`src/rtl/desc_window_tracker.sv`:
```
// Sliding 3-sample window over a framed stream that reports per-sample descending-order
// flags and strictly-descending run statistics through a single registered result stage.
module desc_window_tracker #(
    parameter int unsigned k  = 8,
    parameter int unsigned CW = 4
) (
    input  logic          clk,
    input  logic          rst,
    input  logic          in_valid,
    output logic          in_ready,
    input  logic [k-1:0]  in_data,
    input  logic          in_last,
    output logic          out_valid,
    input  logic          out_ready,
    output logic          strict_desc,
    output logic          nonincr,
    output logic          window_full,
    output logic [CW-1:0] run_len,
    output logic [CW-1:0] max_run,
    output logic          frame_done
);

    localparam logic [CW-1:0] RUN_MAX = '1;
    localparam logic [1:0]    FILL_MAX = 2'd3;

    logic [k-1:0]  w0_q, w1_q, w2_q, w0_d, w1_d, w2_d;
    logic [1:0]    fill_q, fill_d;
    logic          frame_start_q, frame_start_d;
    logic          out_valid_q, out_valid_d;
    logic          strict_q, strict_d;
    logic          nonincr_q, nonincr_d;
    logic          full_q, full_d;
    logic [CW-1:0] run_q, run_d;
    logic [CW-1:0] max_q, max_d;
    logic          done_q, done_d;
    logic          accept;

    // Single result register: accept whenever it is empty or being drained this cycle.
    assign in_ready = !rst && (!out_valid_q || out_ready);
    assign accept   = in_valid && in_ready;

    // Next-state: shift window, update fill/run stats and evaluate flags on the post-shift window.
    always_comb begin
        w0_d          = w0_q;
        w1_d          = w1_q;
        w2_d          = w2_q;
        fill_d        = fill_q;
        frame_start_d = frame_start_q;
        out_valid_d   = out_valid_q && !out_ready;
        strict_d      = strict_q;
        nonincr_d     = nonincr_q;
        full_d        = full_q;
        run_d         = run_q;
        max_d         = max_q;
        done_d        = done_q;

        if (accept) begin
            w0_d          = in_data;
            w1_d          = w0_q;
            w2_d          = w1_q;
            frame_start_d = in_last;
            out_valid_d   = 1'b1;
            done_d        = in_last;

            if (frame_start_q) begin
                fill_d = 2'd1;
                run_d  = CW'(1);
                max_d  = CW'(1);
            end else begin
                fill_d = (fill_q == FILL_MAX) ? FILL_MAX : fill_q + 2'd1;
                if (in_data < w0_q) begin
                    run_d = (run_q == RUN_MAX) ? RUN_MAX : run_q + CW'(1);
                end else begin
                    run_d = CW'(1);
                end
                max_d = (run_d > max_q) ? run_d : max_q;
            end

            // Fill gating keeps samples from a previous frame out of the flags.
            full_d    = (fill_d == FILL_MAX);
            strict_d  = full_d && (w2_d > w1_d) && (w1_d > w0_d);
            nonincr_d = full_d && (w2_d >= w1_d) && (w1_d >= w0_d);
        end
    end

    always_ff @(posedge clk) begin
        if (rst) begin
            w0_q          <= '0;
            w1_q          <= '0;
            w2_q          <= '0;
            fill_q        <= 2'd0;
            frame_start_q <= 1'b1;
            out_valid_q   <= 1'b0;
            strict_q      <= 1'b0;
            nonincr_q     <= 1'b0;
            full_q        <= 1'b0;
            run_q         <= '0;
            max_q         <= '0;
            done_q        <= 1'b0;
        end else begin
            w0_q          <= w0_d;
            w1_q          <= w1_d;
            w2_q          <= w2_d;
            fill_q        <= fill_d;
            frame_start_q <= frame_start_d;
            out_valid_q   <= out_valid_d;
            strict_q      <= strict_d;
            nonincr_q     <= nonincr_d;
            full_q        <= full_d;
            run_q         <= run_d;
            max_q         <= max_d;
            done_q        <= done_d;
        end
    end

    assign out_valid   = out_valid_q;
    assign strict_desc = strict_q;
    assign nonincr     = nonincr_q;
    assign window_full = full_q;
    assign run_len     = run_q;
    assign max_run     = max_q;
    assign frame_done  = done_q;

endmodule
```
`config.mk`:
```
export PLATFORM = sky130hd
export DESIGN_NAME = desc_window_tracker
export DESIGN_NICKNAME = d
export VERILOG_FILES = /design/src/rtl/desc_window_tracker.sv
export SDC_FILE = /design/constraint.sdc
export NUM_CORES = 1
export LEC_CHECK = 0
export CAP_MARGIN = 20
export CELL_PAD_IN_SITES_DETAIL_PLACEMENT = 1
export CELL_PAD_IN_SITES_GLOBAL_PLACEMENT = 2
export CORE_MARGIN = 2
export CORE_UTILIZATION = 30
export CTS_CLUSTER_SIZE = 10
export DETAILED_ROUTE_END_ITERATION = 10
export PLACE_DENSITY_LB_ADDON = 0.05
export SLEW_MARGIN = 20
export SYNTH_ARGS = -nofsm -noshare
export SYNTH_HDL_FRONTEND = slang
export SYNTH_SLANG_ARGS = --single-unit
```
`constraint.sdc`:
```
create_clock -name clk -period 5 [get_ports clk]
set_clock_uncertainty 0.1 [all_clocks]
set_input_delay 0.75 -clock clk [delete_from_list [all_inputs] [get_ports clk]]
set_output_delay 0.75 -clock clk [all_outputs]
set_load 0.1 [all_outputs]
```
==> flow_summary.rst, run 1 <==
.. list-table::
   :header-rows: 1

   * - Metric
     - Value
   * - Number of non-filler instances in the completed layout
     - 321
   * - Slew @ Worst Pin
     - 0.9755 ns
   * - Clock tree sinks
     - 32
   * - # port buffers
     - 26
   * - First-pass GRT wire length
     - 7817 um
   * - Critical Path Sink Type
     - flip-flop
   * - Area fraction in compound gates after synthesis
     - 21.23%
   * - Leading post-synthesis cells by instance count
     - sky130_fd_sc_hd__nand2_1, sky130_fd_sc_hd__dfxtp_1, sky130_fd_sc_hd__ha_1, sky130_fd_sc_hd__inv_1
   * - Startpoint kind of the worst setup timing path
     - input port
   * - Average wire per cell in the routed design
     - 14.81 um
   * - Number of max-capacitance violations reported
     - 0
   * - Register share of total power
     - 44.1%
   * - Nets in the synthesized netlist
     - 253
   * - Pin count of the biggest net entering global routing
     - 33
   * - Clock network power share
     - 35.5%
   * - Clock-pin transition on the worst setup and hold timing paths
     - 0.07 ns
   * - Fraction of final layout cells with drive strength greater than 1
     - 9.756%
   * - Distinct cell type count of the synthesized netlist
     - 37
   * - DRC
     - 0
   * - Post-Route Utilization
     - 38.31%
   * - GR Overflow Total
     - 0
   * - CTS tree
     - built
   * - Xor and xnor fraction of the mapped netlist area
     - 0%
   * - Sum Neg Setup Slack
     - 0 ns
   * - Switching part of the total power
     - 30.88%
   * - Level count of the clock H-tree
     - 2
   * - Number of vias per cell after detailed routing
     - 5.087
   * - Run status
     - complete, no violations
   * - Static Leak
     - 0.8867 nW
   * - Avg Cell Area, Syn
     - 8.341 um2
   * - Number of antenna violations at the first check in global routing
     - 0
   * - Primary flip-flop cell chosen by synthesis mapping
     - sky130_fd_sc_hd__dfxtp_1
   * - Largest family of logic cells by synthesized area
     - simple AND/OR/NAND/NOR gates
   * - Top cells by area, synth
     - sky130_fd_sc_hd__dfxtp_1, sky130_fd_sc_hd__ha_1, sky130_fd_sc_hd__nand2_1
   * - Number of detailed-route iterations in the first pass
     - 4
   * - DR vias
     - 1633
   * - Simple-gate share of the synthesized area
     - 21.71%
   * - Post-synthesis sequential area ratio
     - 35.07%
   * - Relative slew margins
     - 34.76%
   * - Top-area cell type share of the netlist area
     - 35.07%
   * - DRT iter0 DRCs
     - 60
   * - Cell at the root of the clock tree
     - sky130_fd_sc_hd__clkbuf_8
   * - Proportion of synthesized area in mux cells
     - 1.164%
   * - Core region area
     - 5886 um2
   * - Count of buffers added by post-CTS timing repair for setup
     - 0
   * - Post-synth EDFFs
     - 0
   * - Crit path arrival time
     - 3.85 ns
   * - Critical Path Fanout Max
     - 8
   * - Number of storage elements in the synthesis netlist
     - 32
   * - Final critical-path required period
     - 3.712 ns
   * - Site row count
     - 28
   * - Power Dens Cells
     - 278.9 nW/um2
   * - Placed Cells
     - 314
   * - Cell area after synthesis
     - 1827 um2
   * - Cell internal pwr
     - 0.4347 mW
   * - Final setup violating endpoints
     - 0
   * - DPL Wire Length
     - 3588 um
   * - Worst hold-check path type
     - flip-flop to flip-flop
   * - Required time worst endpoint
     - 5.14 ns
   * - Area overhead of the layout relative to synthesis
     - 23.42%
   * - Maximum ir drop on the vdd rail
     - 99.02 uV
   * - Number of I/O pins
     - 27
   * - Final net count
     - 280
   * - Quantity of hold-fixing buffers added after cts
     - 0
   * - Vias in the first global route
     - 1653
   * - Type of the worst setup path
     - input port to flip-flop
   * - Number of resized instances in the post-cts repair step
     - 0
   * - Clock insertion delay at the later pin of the skew report
     - 0.29 ns
   * - Last weighted congestion value of the routability-driven placer
     - 0.7787
   * - Floorplan die height
     - 82.04 um
   * - Ratio of final minimum period to clock period
     - 74.24%
   * - Total number of yosys warnings
     - 0
   * - Unrepaired setup endpoints after global routing
     - false
   * - Endpoints failing hold
     - 0
   * - Diodes inserted
     - 0
   * - Initial standard-cell utilization of the core
     - 31.04%
   * - Net load switching power
     - 0.1942 mW
   * - Adder-cell share of the synthesized area
     - 14.38%
   * - Post-detailed-routing wire length
     - 4755 um
   * - Part of the power in combinational logic
     - 20.4%
   * - Detail Route Antenna Nets
     - 0
   * - Share of async-settable or async-resettable flops after synthesis
     - 0%
   * - Clock buffer depth
     - 2
   * - Clock buffer count from CTS
     - 5
   * - Full die area
     - 6730 um2
   * - Die X-Extent
     - 82.04 um
   * - Count leader, synth
     - sky130_fd_sc_hd__nand2_1
   * - Top achievable clock speed
     - 0.2694 GHz
   * - Pins Over Slew Limit
     - 0
   * - Post-synthesis cell count
     - 219
   * - Global Route Usage Sum
     - 15.59%
   * - Largest area contributor in the synthesized netlist
     - sky130_fd_sc_hd__dfxtp_1
-- registers in the layout (all words and copies together), names as in the netlist --
signal	count
window_full	1
max_run	4
frame_done	1
w0_q	8
nonincr	1
run_len	4
strict_desc	1
fill_q	2
out_valid	1
w1_q	8
frame_start_q	1
-- power groups by stage --
| stage | Sequential, mW | Clock, mW | Combinational [mW] |
|---|---|---|---|
| 2_1_floorplan | 0.298 | 0 | 0.0752 |
| 3_3_place_gp | 0.282 | 0 | 0.127 |
| 3_5_place_dp | 0.283 | 0 | 0.131 |
| 4_1_cts | 0.278 | 0.230 | 0.131 |
| 5_1_grt | 0.279 | 0.240 | 0.145 |
| 6_report | 0.278 | 0.223 | 0.128 |
-- final cells by class --
cell class | instances | area [um2]
clock buffers | 7 | 96.34
flip-flops and latches | 32 | 640.6
inverters | 22 | 82.58
well taps | 75 | 93.84
repair buffers | 28 | 272.8
multi-input cells | 157 | 1069
fillers | 699 | 3631
-- final timing paths --
path         slack, ns                      end            startpoint  cells after the start
min reg2reg       0.37     w1_q[4]$_SDFFE_PP0P_  w1_q[4]$_SDFFE_PP0P_                      2
min               0.37     w1_q[4]$_SDFFE_PP0P_  w1_q[4]$_SDFFE_PP0P_                      2
max               1.29  max_run[0]$_SDFFE_PP0P_            in_data[1]                     14
max reg2reg       1.95  max_run[0]$_SDFFE_PP0P_  w0_q[1]$_SDFFE_PP0P_                     12
-- worst max-delay path: stages --
cell	delay, ns
sky130_fd_sc_hd__clkdlybuf4s50_1	0.48
sky130_fd_sc_hd__inv_1	0.05
sky130_fd_sc_hd__ha_1	0.31
sky130_fd_sc_hd__nor2b_1	0.14
sky130_fd_sc_hd__o211ai_1	0.34
sky130_fd_sc_hd__a21oi_1	0.12
sky130_fd_sc_hd__o21ai_1	0.33
sky130_fd_sc_hd__nor2_1	0.11
sky130_fd_sc_hd__ha_1	0.30
sky130_fd_sc_hd__nor2b_1	0.14
sky130_fd_sc_hd__o211ai_1	0.10
sky130_fd_sc_hd__a211o_1	0.38
sky130_fd_sc_hd__a21oi_1	0.18
sky130_fd_sc_hd__o21a_1	0.12
-- per-layer routing --
metal  global-route usage, %  vias to the layer above  part of all wire (%)
met5                       0                        -                     0
li1                        -                      816                     -
met4                   5.500                        0                   1.5
met3                   3.846                        7                   3.2
met1                   18.64                      785                    46
met2                   26.99                       25                    49
-- cells by family (layout without fill, tap and decap cells) --
| group | Yosys count | in the layout |
|---|---|---|
| multiplexers | 2 | 2 |
| AND/OR/NAND/NOR | 79 | 79 |
| AO/OA/AOI/OAI | 55 | 55 |
| adder cells (fa/ha/maj) | 21 | 21 |
| flip-flops | 32 | 32 |
| buffers and inverters | 30 | 57 |
-- metrics by stage --
step	worst slack (ns)	power (mW)	instance area [um2]	hold slack [ns]
after floorplan	1.722	0.3731	1827	0.3371
after global placement	1.186	0.4096	2158	0.3464
after detailed placement	1.006	0.4140	2158	0.3608
after CTS	1.300	0.6389	2255	0.3765
after global routing	1.039	0.6640	2255	0.3913
final	1.288	0.6289	2255	0.3715
-- cell usage in the layout, fill, tap and decap left out, drive strengths merged, types with 2 or more instances in the layout --
cell type | synthesis | routed
a211oi | 3 | 3
a21oi | 15 | 15
a31oi | 2 | 2
buf | 4 | 3
clkbuf | 4 | 7
clkdlybuf4s50 | 0 | 25
dfxtp | 32 | 32
ha | 21 | 21
inv | 22 | 22
nand2 | 33 | 33
nand2b | 3 | 3
nand3 | 13 | 13
nand4 | 3 | 3
nor2 | 16 | 16
nor2b | 4 | 4
nor3 | 3 | 3
o211ai | 2 | 2
o21ai | 12 | 12
o31ai | 16 | 16
No activity file was read; power rests on OpenSTA's default activity.
==> run 2: changes to the inputs <==
Settings changed: CORE_UTILIZATION 30 to 29.
Clock period 5 ns to 3.21 ns, I/O delays scaled along.
==> flow_summary.rst, run 2 (synthesis results as in run 1) <==
.. list-table::
   :header-rows: 1

   * - Metric
     - Value
   * - Static Leak
     - 0.9716 nW (was 0.8867 nW)
   * - Post-detailed-routing wire length
     - 4837 um (was 4755 um)
   * - Final net count
     - 289 (was 280)
   * - Total buffers and inverters traversed by the critical path
     - 2 (unchanged)
   * - Pin count of the biggest net entering global routing
     - 22 (was 33)
   * - Number of non-filler instances in the completed layout
     - 331 (was 321)
   * - Clock buffer depth
     - 2 (unchanged)
   * - Vias in the first global route
     - 1721 (was 1653)
   * - Type of the worst setup path
     - input port to flip-flop (unchanged)
   * - Cell at the root of the clock tree
     - sky130_fd_sc_hd__clkbuf_8 (unchanged)
   * - DPL Wire Length
     - 3743 um (was 3588 um)
   * - Number of detailed-route iterations in the first pass
     - 4 (unchanged)
   * - First-pass GRT wire length
     - 8135 um (was 7817 um)
   * - DRC
     - 0 (unchanged)
   * - # port buffers
     - 26 (unchanged)
   * - Die X-Extent
     - 83.37 um (was 82.04 um)
   * - Detail Route Antenna Nets
     - 0 (unchanged)
   * - Clock-pin transition on the worst setup and hold timing paths
     - 0.07 ns (about the same)
   * - DR vias
     - 1641 (was 1633)
   * - Registers with the most flip-flops
     - w0_q: 8 flops, w1_q: 8 flops (unchanged)
   * - Level count of the clock H-tree
     - 2 (unchanged)
   * - Area overhead of the layout relative to synthesis
     - 29.04% (was 23.42%)
   * - Site row count
     - 28 (unchanged)
   * - Commonest cells after routing, fill and taps aside
     - sky130_fd_sc_hd__nand2_1, sky130_fd_sc_hd__dfxtp_1, sky130_fd_sc_hd__buf_4, sky130_fd_sc_hd__inv_1, sky130_fd_sc_hd__ha_1 (was sky130_fd_sc_hd__nand2_1, sky130_fd_sc_hd__dfxtp_1, sky130_fd_sc_hd__clkdlybuf4s50_1, sky130_fd_sc_hd__inv_1, sky130_fd_sc_hd__ha_1)
   * - Placed Cells
     - 321 (was 314)
   * - Startpoint kind of the worst setup timing path
     - input port (unchanged)
   * - Final critical-path required period
     - 3.069 ns
   * - Floorplan die height
     - 83.37 um (was 82.04 um)
   * - Number of max-capacitance violations reported
     - 0 (unchanged)
   * - DRT iter0 DRCs
     - 32 (was 60)
   * - Full die area
     - 6950 um2 (was 6730 um2)
   * - Initial standard-cell utilization of the core
     - 30.49% (was 31.04%)
   * - Diodes inserted
     - 0 (unchanged)
   * - Worst hold-check path type
     - input port to flip-flop (was flip-flop to flip-flop)
   * - CP dominant cell by count
     - sky130_fd_sc_hd__ha_1
   * - Fraction of final layout cells with drive strength greater than 1
     - 21.88% (was 9.756%)
   * - Ratio of final minimum period to clock period
     - 95.61%
   * - Number of I/O pins
     - 27 (unchanged)
   * - Critical Path Sink Type
     - flip-flop (unchanged)
   * - Relative slew margins
     - 65.98% (was 34.76%)
   * - Number of antenna violations at the first check in global routing
     - 0 (unchanged)
   * - Last weighted congestion value of the routability-driven placer
     - 0.7825 (was 0.7787)
   * - Power Dens Cells
     - 441.5 nW/um2 (was 278.9 nW/um2)
   * - Clock buffer count from CTS
     - 5 (unchanged)
   * - Final setup violating endpoints
     - 0 (unchanged)
   * - Slew @ Worst Pin
     - 0.5050 ns (was 0.9755 ns)
   * - Cell chain of the critical path
     - clkdlybuf4s50_1 -> inv_1 -> ha_1 -> a21oi_1 -> o21ai_1 -> o21ai_2 -> nor2_2 -> ha_1 -> nor2b_1 -> o211ai_1 -> a211o_2 -> nand3_1 -> o31ai_2 (was clkdlybuf4s50_1 -> inv_1 -> ha_1 -> nor2b_1 -> o211ai_1 -> a21oi_1 -> o21ai_1 -> nor2_1 -> ha_1 -> nor2b_1 -> o211ai_1 -> a211o_1 -> a21oi_1 -> o21a_1)
   * - Global Route Usage Sum
     - 14.56% (was 15.59%)
   * - Critical Path Slowest Stage Cell
     - sky130_fd_sc_hd__clkdlybuf4s50_1 (unchanged)
   * - Most common cell after layout, fill and taps aside
     - sky130_fd_sc_hd__nand2_1 (unchanged)
   * - Clock tree sinks
     - 32 (unchanged)
   * - Largest delay contributor family on the critical path
     - compound AO/OA/AOI/OAI gates (unchanged)
   * - Maximum ir drop on the vdd rail
     - 199.8 uV (was 99.02 uV)
   * - Crit path arrival time
     - 3.13 ns (was 3.85 ns)
   * - Crit-path max cell delay
     - 0.49 ns (was 0.48 ns)
   * - Required time worst endpoint
     - 3.27 ns (was 5.14 ns)
   * - Clock insertion delay at the later pin of the skew report
     - 0.28 ns (was 0.29 ns)
   * - Top achievable clock speed
     - 0.3258 GHz
   * - Number of vias per cell after detailed routing
     - 4.958 (was 5.087)
   * - Post-Route Utilization
     - 39.35% (was 38.31%)
   * - Endpoints failing hold
     - 0 (unchanged)
   * - Critical Path Fanout Max
     - 8 (unchanged)
   * - Register-to-register setup slack
     - 0.42 ns (was 1.95 ns)
   * - Average wire per cell in the routed design
     - 14.61 um (was 14.81 um)
   * - CTS tree
     - built (unchanged)
   * - Run status
     - complete, no violations (unchanged)
   * - Core region area
     - 5991 um2 (was 5886 um2)
   * - Quantity of hold-fixing buffers added after cts
     - 0 (unchanged)
   * - GR Overflow Total
     - 0 (unchanged)
   * - Pins Over Slew Limit
     - 0 (unchanged)
run 2: changes by cell type in the layout (fill, tap and decap cells not counted), sizes merged:
cell           change
clkbuf             -1
bufinv             +1
buf               +22
clkdlybuf4s50     -14
clkinv             +1
dlymetal6s2s       +1
run 2: final timing paths:
| check | startpoint | end | depth (start not counted) |
|---|---|---|---|
| worst max-delay path | in_data[5] | max_run[3]$_SDFFE_PP0P_ | 13 |
| worst min register to register | window_full$_SDFFE_PP0P_ | window_full$_SDFFE_PP0P_ | 2 |
| worst min-delay path | in_data[1] | w0_q[1]$_SDFFE_PP0P_ | 3 |
| worst max register to register | w0_q[1]$_SDFFE_PP0P_ | max_run[3]$_SDFFE_PP0P_ | 12 |
run 2: per-stage QoR:
stage | hold slack (ns) | TNS [ns] | setup slack (ns) | total power [mW] | instance area [um2]
6_report | 0.3594 | 0 | 0.1410 | 1.041 | 2357
5_1_grt | 0.3778 | -0.06329 | -0.02736 | 1.100 | 2357
4_1_cts | 0.3677 | 0 | 0.03035 | 1.049 | 2298
3_5_place_dp | 0.3574 | -0.9730 | -0.2623 | 0.6569 | 2191
3_3_place_gp | 0.3460 | -0.4764 | -0.1296 | 0.6480 | 2191
2_1_floorplan | 0.3371 | 0 | 0.2919 | 0.5812 | 1827
run 2: metal layers:
layer | up-vias | track usage (%) | wire [um]
met3 | 5 | 3.280 | 134
met1 | 780 | 18.06 | 2226
met5 | - | 0 | 0
li1 | 838 | - | -
met2 | 18 | 25.22 | 2416
met4 | 0 | 4.024 | 59
run 2: tightest hold or removal path, cell delays in order:
cell and delay (ns):
sky130_fd_sc_hd__dlymetal6s2s_1 0.12, sky130_fd_sc_hd__nand2_1 0.06, sky130_fd_sc_hd__o31ai_1 0.06
run 2: where the power goes:
part           leakage [nW]  total [mW]  internal, mW  switching [mW]
clock                0.0552       0.387         0.230           0.157
sequential            0.261       0.432         0.416          0.0167
combinational         0.655       0.222        0.0846           0.137
total                 0.972        1.04         0.730           0.310
run 2: what timing repair did:
action / 4_1_cts / 5_1_grt
setup endpoints to repair: 0 / 4
resized for setup: 0 / 11
buffers inserted: 0 / 2
run 2: final cells by class:
type | instances | area [um2]
clock buffer | 6 | 72.57
clock inverter | 2 | 35.03
fill | 714 | 3633
inverter | 22 | 82.58
multi-input combinational | 157 | 1110
sequential | 32 | 640.6
tap | 75 | 93.84
timing repair buffer | 37 | 322.8
==> run 3: changes to the inputs <==
--- a/config.mk
+++ b/config.mk
@@ -10,2 +10,3 @@
 export CELL_PAD_IN_SITES_GLOBAL_PLACEMENT = 2
+export CORE_ASPECT_RATIO = 1.75
 export CORE_MARGIN = 2
==> constraint.sdc (replaced) <==
create_clock -name clk -period 3.21 [get_ports clk]
set_clock_uncertainty 0.1 [all_clocks]
set_input_delay 0.8025 -clock clk [delete_from_list [all_inputs] [get_ports clk]]
set_output_delay 0.8025 -clock clk [all_outputs]
set_load 0.1 [all_outputs]
==> flow_summary.rst, run 3 (synthesis results as in run 1) <==
.. list-table::
   :header-rows: 1

   * - Metric
     - Value
   * - Site row count
     - 38 (was 28)
   * - Die X-Extent
     - 64.00 um (was 83.37 um)
   * - Sum Neg Setup Slack
     - 0 ns (unchanged)
   * - Vias in the first global route
     - 1861 (was 1721)
   * - Clock buffer depth
     - 2 (unchanged)
   * - Required time worst endpoint
     - 3.29 ns (was 3.27 ns)
   * - Clock buffer count from CTS
     - 5 (unchanged)
   * - Clock tree sinks
     - 32 (unchanged)
   * - Crit path arrival time
     - 3.14 ns (was 3.13 ns)
   * - Number of max-capacitance violations reported
     - 0 (unchanged)
   * - CTS tree
     - built (unchanged)
   * - Critical Path Sink Type
     - flip-flop (unchanged)
   * - Pins Over Slew Limit
     - 0 (unchanged)
   * - CP dominant cell by count
     - sky130_fd_sc_hd__buf_4 (was sky130_fd_sc_hd__ha_1)
   * - Largest delay contributor family on the critical path
     - buffers and inverters (was compound AO/OA/AOI/OAI gates)
   * - Top achievable clock speed
     - 0.3269 GHz (was 0.3258 GHz)
   * - Total chip power
     - 1.068 mW (was 1.041 mW)
   * - Place WS
     - -0.6379 ns (was -0.2623 ns)
   * - Final setup violating endpoints
     - 0 (unchanged)
   * - Placement Cell Area
     - 2233 um2 (was 2191 um2)
   * - Core region area
     - 6133 um2 (was 5991 um2)
   * - Maximum ir drop on the vdd rail
     - 248.3 uV (was 199.8 uV)
   * - Cell chain of the critical path
     - dlygate4sd2_1 -> ha_1 -> nor2b_1 -> o211ai_1 -> buf_4 -> buf_4 -> buf_4 -> buf_4 -> buf_4 -> buf_4 -> buf_4 -> buf_4 -> a21boi_4 -> o21bai_4 -> mux2_2 (was clkdlybuf4s50_1 -> inv_1 -> ha_1 -> a21oi_1 -> o21ai_1 -> o21ai_2 -> nor2_2 -> ha_1 -> nor2b_1 -> o211ai_1 -> a211o_2 -> nand3_1 -> o31ai_2)
   * - Last weighted congestion value of the routability-driven placer
     - 0.8310 (was 0.7825)
   * - # port buffers
     - 26 (unchanged)
   * - Critical Path Fanout Max
     - 2 (was 8)
   * - Average wire per cell in the routed design
     - 16.21 um (was 14.61 um)
   * - Startpoint kind of the worst setup timing path
     - input port (unchanged)
   * - Final instance area
     - 2671 um2 (was 2357 um2)
   * - Type of the worst setup path
     - input port to flip-flop (unchanged)
   * - Quantity of hold-fixing buffers added after cts
     - 0 (unchanged)
   * - Cell internal pwr
     - 0.7293 mW (was 0.7305 mW)
   * - DRC
     - 0 (unchanged)
   * - Final critical-path required period
     - 3.059 ns (was 3.069 ns)
   * - Net load switching power
     - 0.3391 mW (was 0.3102 mW)
   * - Post-route setup slack
     - 0.1508 ns (was 0.1410 ns)
   * - Switching part of the total power
     - 31.74% (was 29.81%)
   * - DR vias
     - 1750 (was 1641)
   * - Clock network power share
     - 32.3% (was 37.2%)
   * - Slew @ Worst Pin
     - 0.4000 ns (was 0.5050 ns)
   * - Static Leak
     - 1.095 nW (was 0.9716 nW)
   * - Number of antenna violations at the first check in global routing
     - 0 (unchanged)
   * - Full die area
     - 6975 um2 (was 6950 um2)
   * - Critical Path Slowest Stage Cell
     - sky130_fd_sc_hd__mux2_2 (was sky130_fd_sc_hd__clkdlybuf4s50_1)
   * - Register-to-register setup slack
     - 0.39 ns (was 0.42 ns)
   * - DRT iter0 DRCs
     - 55 (was 32)
   * - GR Overflow Total
     - 0 (unchanged)
   * - Clock-pin transition on the worst setup and hold timing paths
     - 0.07 ns (about the same)
   * - Part of the power in combinational logic
     - 26.9% (was 21.3%)
   * - Endpoints failing hold
     - 0 (unchanged)
   * - Area overhead of the layout relative to synthesis
     - 46.23% (was 29.04%)
   * - Cell at the root of the clock tree
     - sky130_fd_sc_hd__clkbuf_8 (unchanged)
   * - Number of I/O pins
     - 27 (unchanged)
   * - Floorplan die height
     - 109.0 um (was 83.37 um)
   * - Clock insertion delay at the later pin of the skew report
     - 0.29 ns (was 0.28 ns)
   * - Worst hold-check path type
     - flip-flop to flip-flop (was input port to flip-flop)
   * - Global Route Usage Sum
     - 17.16% (was 14.56%)
   * - Detail Route Antenna Nets
     - 0 (unchanged)
   * - Level count of the clock H-tree
     - 2 (unchanged)
   * - Ratio of final minimum period to clock period
     - 95.30% (was 95.61%)
   * - Diodes inserted
     - 0 (unchanged)
   * - Pin count of the biggest net entering global routing
     - 35 (was 22)
   * - Most common cell after layout, fill and taps aside
     - sky130_fd_sc_hd__buf_4 (was sky130_fd_sc_hd__nand2_1)
   * - Power Dens Cells
     - 400.0 nW/um2 (was 441.5 nW/um2)
   * - First-pass GRT wire length
     - 8956 um (was 8135 um)
   * - Relative slew margins
     - 72.57% (was 65.98%)
   * - Number of detailed-route iterations in the first pass
     - 4 (unchanged)
   * - Final net count
     - 303 (was 289)
   * - Post-detailed-routing wire length
     - 5658 um (was 4837 um)
   * - Number of vias per cell after detailed routing
     - 5.014 (was 4.958)
   * - Unrepaired setup endpoints after global routing
     - false
   * - Commonest cells after routing, fill and taps aside
     - sky130_fd_sc_hd__buf_4, sky130_fd_sc_hd__nand2_1, sky130_fd_sc_hd__dfxtp_1, sky130_fd_sc_hd__inv_1 (was sky130_fd_sc_hd__nand2_1, sky130_fd_sc_hd__dfxtp_1, sky130_fd_sc_hd__buf_4, sky130_fd_sc_hd__inv_1, sky130_fd_sc_hd__ha_1)
   * - Fraction of final layout cells with drive strength greater than 1
     - 34.94% (was 21.88%)
   * - Total buffers and inverters traversed by the critical path
     - 9 (was 2)
   * - Crit-path max cell delay
     - 0.26 ns (was 0.49 ns)
   * - Register share of total power
     - 40.7% (was 41.5%)
   * - DPL Wire Length
     - 4122 um (was 3743 um)
   * - Registers with the most flip-flops
     - w0_q: 8 flops, w1_q: 8 flops (unchanged)
   * - Initial standard-cell utilization of the core
     - 29.78% (was 30.49%)
   * - Run status
     - complete, no violations (unchanged)
-- run 3: cell type report --
class | count | area (um2)
clock buffers | 7 | 96.34
fillers | 725 | 3462
inverters | 22 | 82.58
multi-input cells | 157 | 1318
flip-flops and latches | 32 | 640.6
well taps | 80 | 100.1
repair buffers | 51 | 434.2
-- run 3: metal layers --
layer  track usage [%]  routed length (um)  part of all wire (%)
met1             16.54                2029                    36
met2             34.08                3374                    60
met3             3.612                 152                   2.7
met4             7.143                 102                   1.8
met5                 0                   0                     0
-- run 3: tightest hold or removal path: stages, from the launching register on --
cell,delay [ns]
sky130_fd_sc_hd__dfxtp_1,0.31
sky130_fd_sc_hd__nand2_1,0.05
sky130_fd_sc_hd__a21oi_1,0.05
-- run 3: final timing paths --
check | start | endpoint | cells past startpoint
max | in_data[0] | run_len[0]$_SDFFE_PP0P_ | 15
max reg2reg | w0_q[1]$_SDFFE_PP0P_ | max_run[0]$_SDFFE_PP0P_ | 12
min reg2reg | frame_done$_SDFFE_PP0P_ | frame_done$_SDFFE_PP0P_ | 2
min | frame_done$_SDFFE_PP0P_ | frame_done$_SDFFE_PP0P_ | 2
-- run 3: power by group through the flow --
stage               clock network [mW]  registers, mW  logic, mW
finish                           0.346          0.435      0.288
detailed placement                   0          0.442      0.226
floorplan                            0          0.464      0.118
global route                     0.369          0.438      0.316
CTS                              0.358          0.434      0.263
global placement                     0          0.440      0.219
-- run 3: through the flow --
| step | cells | hold slack (ns) | utilization, % |
|---|---|---|---|
| 3_3_place_gp | 330 | 0.3452 | 36.41 |
| 4_1_cts | 347 | 0.3682 | 40.98 |
| 6_report | 349 | 0.3658 | 43.55 |
| 2_1_floorplan | 219 | 0.3371 | - |
| 5_1_grt | 349 | 0.3904 | 43.55 |
| 3_5_place_dp | 330 | 0.3586 | 36.41 |
-- run 3: what timing repair did --
item                                    in CTS  in global routing
endpoints found under the setup margin       4                 10
pin swaps                                   10                 15
setup buffers                               10                  2
hold endpoints to repair                     0                  0
cloned                                       0                  0
resized for setup                           21                 36
